File: src/rtl/video_pkg.sv
// Shared types and defaults for the video mode sequencer: mode payload, FSM states, counter sizing.
package video_pkg;

    typedef struct packed {
        logic sd_disable;
        logic ypbpr;
        logic ypbpr_full;
    } video_cfg_t;

    typedef enum logic [1:0] {
        IDLE  = 2'd0,
        PRE   = 2'd1,
        APPLY = 2'd2,
        POST  = 2'd3
    } vms_state_t;

    localparam int unsigned DEF_STABLE_CYCLES  = 1024;
    localparam int unsigned DEF_PRE_FRAMES     = 1;
    localparam int unsigned DEF_POST_FRAMES    = 2;
    localparam int unsigned DEF_TIMEOUT_CYCLES = 1048576;

    // Bits needed for a counter spanning 0..n-1 (never narrower than 1).
    function automatic int unsigned cnt_width(input int unsigned n);
        return (n > 1) ? $clog2(n) : 1;
    endfunction

endpackage

File: src/rtl/vsync_edge_timer.sv
// Frame-edge generator: picks the active vsync, detects rising edges and
// synthesises an edge when vsync goes missing for TIMEOUT_CYCLES.
module vsync_edge_timer
    import video_pkg::*;
#(
    parameter int unsigned TIMEOUT_CYCLES = DEF_TIMEOUT_CYCLES
) (
    input  logic clk_sys,
    input  logic reset_n,
    input  logic i_sel_i,
    input  logic i_rearm,
    input  logic i_rearm_sel_i,
    input  logic i_run,
    input  logic i_vsync_i,
    input  logic i_vsync_p,
    output logic o_frame_edge_c
);

    localparam int unsigned TMO_W = cnt_width(TIMEOUT_CYCLES);

    logic             r_prev;
    logic [TMO_W-1:0] r_tmo;
    logic             w_src;
    logic             w_real_edge;
    logic             w_timeout;

    assign w_src          = i_sel_i ? i_vsync_i : i_vsync_p;
    assign w_real_edge    = w_src & ~r_prev;
    assign w_timeout      = i_run && (r_tmo == TMO_W'(TIMEOUT_CYCLES - 1));
    assign o_frame_edge_c = w_real_edge | w_timeout;

    // On rearm the history tracks the source about to be selected, so the switch shows no false edge.
    always_ff @(posedge clk_sys or negedge reset_n) begin
        if (!reset_n) begin
            r_prev <= 1'b0;
        end else if (i_rearm) begin
            r_prev <= i_rearm_sel_i ? i_vsync_i : i_vsync_p;
        end else begin
            r_prev <= w_src;
        end
    end

    // Idle outside PRE/POST, which also gives a fresh window on every state entry.
    always_ff @(posedge clk_sys or negedge reset_n) begin
        if (!reset_n) begin
            r_tmo <= '0;
        end else if (!i_run || o_frame_edge_c) begin
            r_tmo <= '0;
        end else begin
            r_tmo <= r_tmo + TMO_W'(1);
        end
    end

endmodule

File: src/rtl/video_mode_sequencer.sv
// Glitch-filters the requested video mode and applies it on a frame boundary,
// blanking video for PRE_FRAMES before and POST_FRAMES after the switch.
module video_mode_sequencer
    import video_pkg::*;
#(
    parameter int unsigned STABLE_CYCLES  = DEF_STABLE_CYCLES,
    parameter int unsigned PRE_FRAMES     = DEF_PRE_FRAMES,
    parameter int unsigned POST_FRAMES    = DEF_POST_FRAMES,
    parameter int unsigned TIMEOUT_CYCLES = DEF_TIMEOUT_CYCLES
) (
    input  logic       clk_sys,
    input  logic       reset_n,
    input  logic       req_sd_disable,
    input  logic       req_ypbpr,
    input  logic       req_ypbpr_full,
    input  logic       vsync_i,
    input  logic       vsync_p,
    output logic       scandoubler_disable,
    output logic       ypbpr,
    output logic       ypbpr_full,
    output logic       blank,
    output logic       busy,
    output logic [7:0] switch_count
);

    localparam int unsigned STAB_W = cnt_width(STABLE_CYCLES);
    localparam int unsigned MAX_F  = (PRE_FRAMES > POST_FRAMES) ? PRE_FRAMES : POST_FRAMES;
    localparam int unsigned FRM_W  = cnt_width(MAX_F + 1);

    vms_state_t        r_state;
    video_cfg_t        r_req_q;
    video_cfg_t        r_applied;
    video_cfg_t        r_target;
    logic [STAB_W-1:0] r_stab;
    logic [FRM_W-1:0]  r_frame_cnt;
    logic [7:0]        r_switch_count;
    video_cfg_t        w_req;
    logic              w_frame_edge;
    logic              w_run;
    logic              w_rearm;

    assign w_req   = video_cfg_t'({req_sd_disable, req_ypbpr, req_ypbpr_full});
    assign w_run   = (r_state == PRE) || (r_state == POST);
    assign w_rearm = (r_state == APPLY);

    vsync_edge_timer #(
        .TIMEOUT_CYCLES (TIMEOUT_CYCLES)
    ) u_edge (
        .clk_sys        (clk_sys),
        .reset_n        (reset_n),
        .i_sel_i        (r_applied.sd_disable),
        .i_rearm        (w_rearm),
        .i_rearm_sel_i  (r_target.sd_disable),
        .i_run          (w_run),
        .i_vsync_i      (vsync_i),
        .i_vsync_p      (vsync_p),
        .o_frame_edge_c (w_frame_edge)
    );

    // Reset lands in POST so the monitor always gets a clean blanked lead-in.
    always_ff @(posedge clk_sys or negedge reset_n) begin
        if (!reset_n) begin
            r_state        <= POST;
            r_req_q        <= '0;
            r_applied      <= '0;
            r_target       <= '0;
            r_stab         <= '0;
            r_frame_cnt    <= FRM_W'(POST_FRAMES);
            r_switch_count <= '0;
        end else begin
            r_req_q <= w_req;
            case (r_state)
                IDLE: begin
                    if ((w_req != r_req_q) || (r_req_q == r_applied)) begin
                        r_stab <= '0;
                    end else if (r_stab == STAB_W'(STABLE_CYCLES - 1)) begin
                        r_stab      <= '0;
                        r_target    <= r_req_q;
                        r_frame_cnt <= FRM_W'(PRE_FRAMES);
                        r_state     <= PRE;
                    end else begin
                        r_stab <= r_stab + STAB_W'(1);
                    end
                end
                PRE: begin
                    r_stab <= '0;
                    if (w_frame_edge) begin
                        r_frame_cnt <= r_frame_cnt - FRM_W'(1);
                        if (r_frame_cnt == FRM_W'(1)) begin
                            r_state <= APPLY;
                        end
                    end
                end
                APPLY: begin
                    r_stab         <= '0;
                    r_applied      <= r_target;
                    r_switch_count <= r_switch_count + 8'd1;
                    r_frame_cnt    <= FRM_W'(POST_FRAMES);
                    r_state        <= POST;
                end
                POST: begin
                    r_stab <= '0;
                    if (w_frame_edge) begin
                        r_frame_cnt <= r_frame_cnt - FRM_W'(1);
                        if (r_frame_cnt == FRM_W'(1)) begin
                            r_state <= IDLE;
                        end
                    end
                end
                default: r_state <= IDLE;
            endcase
        end
    end

    assign scandoubler_disable = r_applied.sd_disable;
    assign ypbpr               = r_applied.ypbpr;
    assign ypbpr_full          = r_applied.ypbpr_full;
    assign blank               = (r_state != IDLE);
    assign busy                = (r_state != IDLE);
    assign switch_count        = r_switch_count;

endmodule

File: config.mk
export PLATFORM = sky130hd
export DESIGN_NAME = video_mode_sequencer
export DESIGN_NICKNAME = d
export VERILOG_FILES = /design/src/rtl/video_pkg.sv /design/src/rtl/vsync_edge_timer.sv /design/src/rtl/video_mode_sequencer.sv
export SDC_FILE = /design/constraint.sdc
export NUM_CORES = 1
export LEC_CHECK = 0
export BUFFER_PORTS_ARGS = -buffer_cell sky130_fd_sc_hd__buf_4
export CAP_MARGIN = 20
export CORE_MARGIN = 4
export CORE_UTILIZATION = 39
export CTS_CLUSTER_SIZE = 16
export DETAILED_ROUTE_END_ITERATION = 7
export GPL_TIMING_DRIVEN = 1
export PLACE_DENSITY = 0.67
export RECOVER_POWER = 25
export SYNTH_ARGS = -nofsm -noshare
export SYNTH_HDL_FRONTEND = slang
export SYNTH_SLANG_ARGS = --single-unit
File: constraint.sdc
create_clock -name clk_sys -period 2.4 [get_ports clk_sys]
set_input_delay 0.48 -clock clk_sys [delete_from_list [all_inputs] [get_ports clk_sys]]
set_output_delay 0.48 -clock clk_sys [all_outputs]
set_load 0.005 [all_outputs]
After elaboration in Yosys (flattened, before gate mapping)
Cells that the tools add are included.

Memory bits (read-only): 0. Bits in latches: 0. RAM bits: 0. Output and inout bits: 13. Input port bits: 7. Bits in registers: 52. Memories: 0.

Bitwise operators: 4. Shift operators: 0. Magnitude comparators: 0. Multipliers: 0. Add/subtract/negate cells: 4. Eq/ne operators: 15. Divide/modulo/power cells: 0. Muxes and demuxes: 16. Reduce and logical (&&, ||, !) cells: 12.

Operators with widths (number): $add A20 B1 Y20 const B (1); $eq A20 B20 Y1 const B (1); $mux W10 (2); $mux W20 (1); $pmux W10 S2 (1); $mux W2 (7); $add A10 B1 Y10 const B (1); $eq A10 B10 Y1 const B (1); $ne A2 B1 Y1 const B (5); $add A8 B1 Y8 const B (1); $pmux W2 S4 (1); $pmux W2 S3 (1); $reduce_and A3 Y1 (2); $reduce_and A6 Y1 (1); $eq A2 B1 Y1 const B (2); $eq A2 B2 Y1 const B (2); $ne A2 B2 Y1 const B (2); $eq A3 B3 Y1 (1); $logic_or A1 B1 Y1 (3); $mux W1 (3); $ne A3 B3 Y1 (1); $reduce_or A3 Y1 (1); $logic_not A2 Y1 (1); $not A1 Y1 (2); 7 further kinds (7).

Depth between registers and ports, before layout
Depth in word-level cells: 6. Gate-level depth with buffers: 6.

Cells and area by module
From an unflattened synthesis, not the netlist that was laid out.

Cells, all modules: 246. Area total of the unflattened synthesis: 2625.0 sq um.

By module, submodules not included: video_mode_sequencer (cells an instance 131, area each 1511.4 sq um, instances 1); vsync_edge_timer (cells an instance 115, area each 1113.6 sq um, instances 1).

Worst setup path before layout
Ideal clock, no wire load.

Path kind: input to register. From: in req_ypbpr_full. To: reg r_target[0] (netlist bit). Arrival time: 1.839 ns. Library setup time: 0.125 ns. Cell stages on the path: 5. Buffers on the path: 0. Data required time: 2.275 ns. Path slack: 0.436 ns. Path through: xor2_1 nor3_2 nand3_2 or4_4 mux2_4.

Longest elaborated chain between the ends: 4.

RTL lines: start: declaration (line video_mode_sequencer.sv:15) `input logic req_ypbpr_full,`; $ne A3 B3 Y1 (line video_mode_sequencer.sv:74) `if ((w_req != r_req_q) || (r_req_q == r_applied)) begin`; $logic_or A1 B1 Y1 (line video_mode_sequencer.sv:74); $not A1 Y1 (no line); $reduce_and A3 Y1 (no line); end signal: assignment (line video_mode_sequencer.sv:78) `r_target <= r_req_q;`; end: declaration (line video_mode_sequencer.sv:33) `video_cfg_t r_target;`.

No other way between the ends. A chain may end at the register's enable or synchronous reset.

Worst setup path in the final report
From: reg r_req_q[0] (netlist bit). To: reg r_target[1] (netlist bit).

Longest elaborated chain between the ends: 4.

RTL lines: start: declaration (line video_mode_sequencer.sv:31) `video_cfg_t r_req_q;`; start signal: assignment (line video_mode_sequencer.sv:71) `r_req_q <= w_req;`; $ne A3 B3 Y1 or $eq A3 B3 Y1 (tied branches) (line video_mode_sequencer.sv:74); $logic_or A1 B1 Y1 (*) (line video_mode_sequencer.sv:74); $not A1 Y1 (no line) (*); $reduce_and A3 Y1 (no line) (*).

Mark *: on every way between the ends. The rest lies on a longest branch, timed or not.

==> impl_metrics.yaml <==
place:
  gp_congestion: 0.735
  numPortBuffers: 19
  dpl_worst_slack_ps: 253
  hpwl_um: 2860
yosys:
  synth_area_leader_cell: "dfrtp_1"
  synth_area_sq_mm: 0.00245
  synth_ff_type: "dfrtp_1"
  yosysWarnings: 0
  avgSynthCellArea_sq_um: 10.9
  syn_inst: 224
  syn_nets: 239
  synth-seq-area-share: 0.532
  synthTopCellsByArea: "dfrtp_1 50%, xor2_1 7.1%, xnor2_1 6.4%, nor2_1 6.3%, ha_1 4.1%"
  yosys_register_bits: 52
  synth_edf_count: 0
  synth_cell_type_count: 36
  yosysTopAreaCellShare: 0.500
  async_reset_ff_frac: 1.00
finish:
  area_growth_pct: 14.0
  nets: 262
  mostFrequentLayoutCells: "49 x dfrtp_1, 41 x nor2_1, 20 x xor2_1"
  diodes: 0
  mostFrequentLayoutCell: "dfrtp_1"
  drive_gt1_frac: 0.177
power_and_ir_drop:
  clkPwrFrac: 0.411
  cellLeakagePower_nw: 1.24
  switchingPower_w: 0.000311
  p_sw_frac: 0.198
  ir_worst_vdd_mv: 0.420
  p_int_w: 0.00126
  pwr-share-seq: 0.563
  powerDensity_mw_per_mm2: 562
  power_frac_comb: 0.026
floorplanning:
  dieHeight_um: 87.3
  core_sq_mm: 0.00603
  dieArea_sq_mm: 0.00762
  start_util: 0.407
  pin_count: 20
  die-width_um: 87.3
  rows: 28
global_route:
  grt_pass1_wl_um: 7160
  grt_use_total: 0.121
  grt_max_degree: 53
  grt_overflow_total: 0
  grt_pass1_vias: 1568
  antenna_found_initial: 0
status:
  outcome: "complete, no violations"
sta:
  setup_viol: 0
  finalSetupTns_ps: 0
  skew_ps: 6.59
  maxSlewHeadroom: 0.162
  worst_pin_slew_ps: 1260
  hold_viol_final: 0
  min_period_over_period: 0.816
  fmax_ghz: 0.511
  slew_violations: 0
  rsz0062_at_grt: "no"
  setup_slack_ps: 442
  period_needed_ps: 1960
clocking:
  cts_buffer_depth: 2
  root_buffer: "clkbuf_8"
  cts_sinks: 52
  cts_made_buffers: 5
  insertion_delay_ps: 300
  cts_resized: 0
  htreeDepth: 2
  cts_hold_buf: 0
  cts_tree: "yes"
  path_clk_slew_ps: 90
  cts_setup_buffers: 0
critical_path:
  critical_path_class: "flip-flop to flip-flop"
  worstPathMaxFanout: 6
  path_cells: "xor2_1 > nor3_2 > nand3_2 > or4_4 > mux2_4"
  startpoint_type: "flip-flop"
  cpPeakStageDelay_ps: 580
  critPathRequiredTime_ps: 2590
  worstPathArrival_ps: 2150
  slowest_stage: "or4_4"
  endpoint_kind: "flip-flop"
detailed_routing:
  wirelength_um: 4000
  drtAntennaViolNets: 0
  wl_per_cell_um: 12.4
  vias_per_cell: 4.82
  vias: 1558
  drc: 0
  drt_first_pass_iters: 3
  drtIter0Drc: 73
job:
  drv_cap: 0
worst_hold_path:
  min_path_type: "input pin to flip-flop"
==> path summary, 6_finish.rpt <==
check	from	endpoint	slack, ps	cells after the start
max	r_req_q[0]	r_target[1]	440	5
min	req_ypbpr	r_req_q[1]	310	1
max reg2reg	r_req_q[0]	r_target[1]	440	5
min reg2reg	switch_count[7]	switch_count[7]	470	1
max in group asynchronous	reset_n	switch_count[1]	1210	1
min in group asynchronous	reset_n	u_edge.r_tmo[4]	420	1
==> per-layer routing <==
layer | wire length (um) | share of wire | global-route usage
met2 | 1770 | 0.44 | 0.185
met5 | 0 | 0 | 0
met3 | 126 | 0.032 | 0.0312
met1 | 2030 | 0.51 | 0.162
met4 | 73 | 0.018 | 0.0502
==> critical path: cells and delay by family (launching register included) <==
family,cells,cell delay (ps)
flip-flops,1,420
XOR/XNOR,1,160
multiplexers,1,310
AND/OR/NAND/NOR,3,960
==> power by group through the flow <==
stage | logic [W] | registers [W] | clock network, W
finish | 0.0000405 | 0.000885 | 0.000646
global route | 0.0000479 | 0.000887 | 0.000700
CTS | 0.0000448 | 0.000885 | 0.000666
detailed placement | 0.0000446 | 0.000903 | 0
global placement | 0.0000447 | 0.000902 | 0
floorplan | 0.0000161 | 0.000902 | 0
==> state kept, by name, indices dropped and copies added (netlist names) <==
name,count
ypbpr_full,1
switch_count,8
r_frame_cnt,2
r_req_q,3
u_edge.r_prev,1
scandoubler_disable,1
ypbpr,1
r_state,2
u_edge.r_tmo,20
r_stab,10
r_target,3
==> per-stage QoR <==
step | total power [W] | instances | hold WS, ps | cell area (sq um) | util
after floorplan | 0.000918 | 224 | 184 | 2450 | -
after global placement | 0.000947 | 315 | 459 | 2680 | 0.445
after detailed placement | 0.000947 | 315 | 464 | 2680 | 0.445
after CTS | 0.00160 | 323 | 223 | 2810 | 0.466
after global routing | 0.00163 | 323 | 298 | 2800 | 0.464
final | 0.00157 | 323 | 311 | 2800 | 0.464
==> layout make-up <==
| class | instances | area (sq um) |
|---|---|---|
| multi-input combinational | 158 | 1090 |
| fill | 555 | 3230 |
| timing repair buffer | 21 | 148 |
| tap | 75 | 93.8 |
| sequential | 52 | 1310 |
| inverter | 9 | 33.8 |
| clock inverter | 1 | 30.0 |
| clock buffer | 7 | 96.3 |
==> synthesized netlist by cell type (2+ instances only) <==
cell type / n
buf_2: 2
and4_1: 2
mux2_4: 3
nor2_1: 41
inv_1: 9
nand4_1: 12
nand2_1: 10
clkbuf_1: 2
and3_1: 4
mux2i_1: 2
dfrtp_1: 49
nand3_1: 11
xnor2_1: 18
ha_1: 8
dfstp_2: 3
nor3_1: 2
a21oi_1: 2
nand3b_1: 2
a31o_2: 2
mux2_2: 5
xor2_1: 20
==> cells by family (layout without fill, tap and decap cells) <==
| family | count (synthesis) | after routing | share of synthesized area |
|---|---|---|---|
| flops | 52 | 52 | 0.532 |
| mux | 11 | 11 | 0.0541 |
| simple gates | 90 | 90 | 0.182 |
| compound gates | 11 | 11 | 0.0316 |
| fa+ha+maj | 8 | 8 | 0.0408 |
| buf+inv | 14 | 38 | 0.0240 |
| xor+xnor | 38 | 38 | 0.136 |
Power figures use the tool's default switching activity.
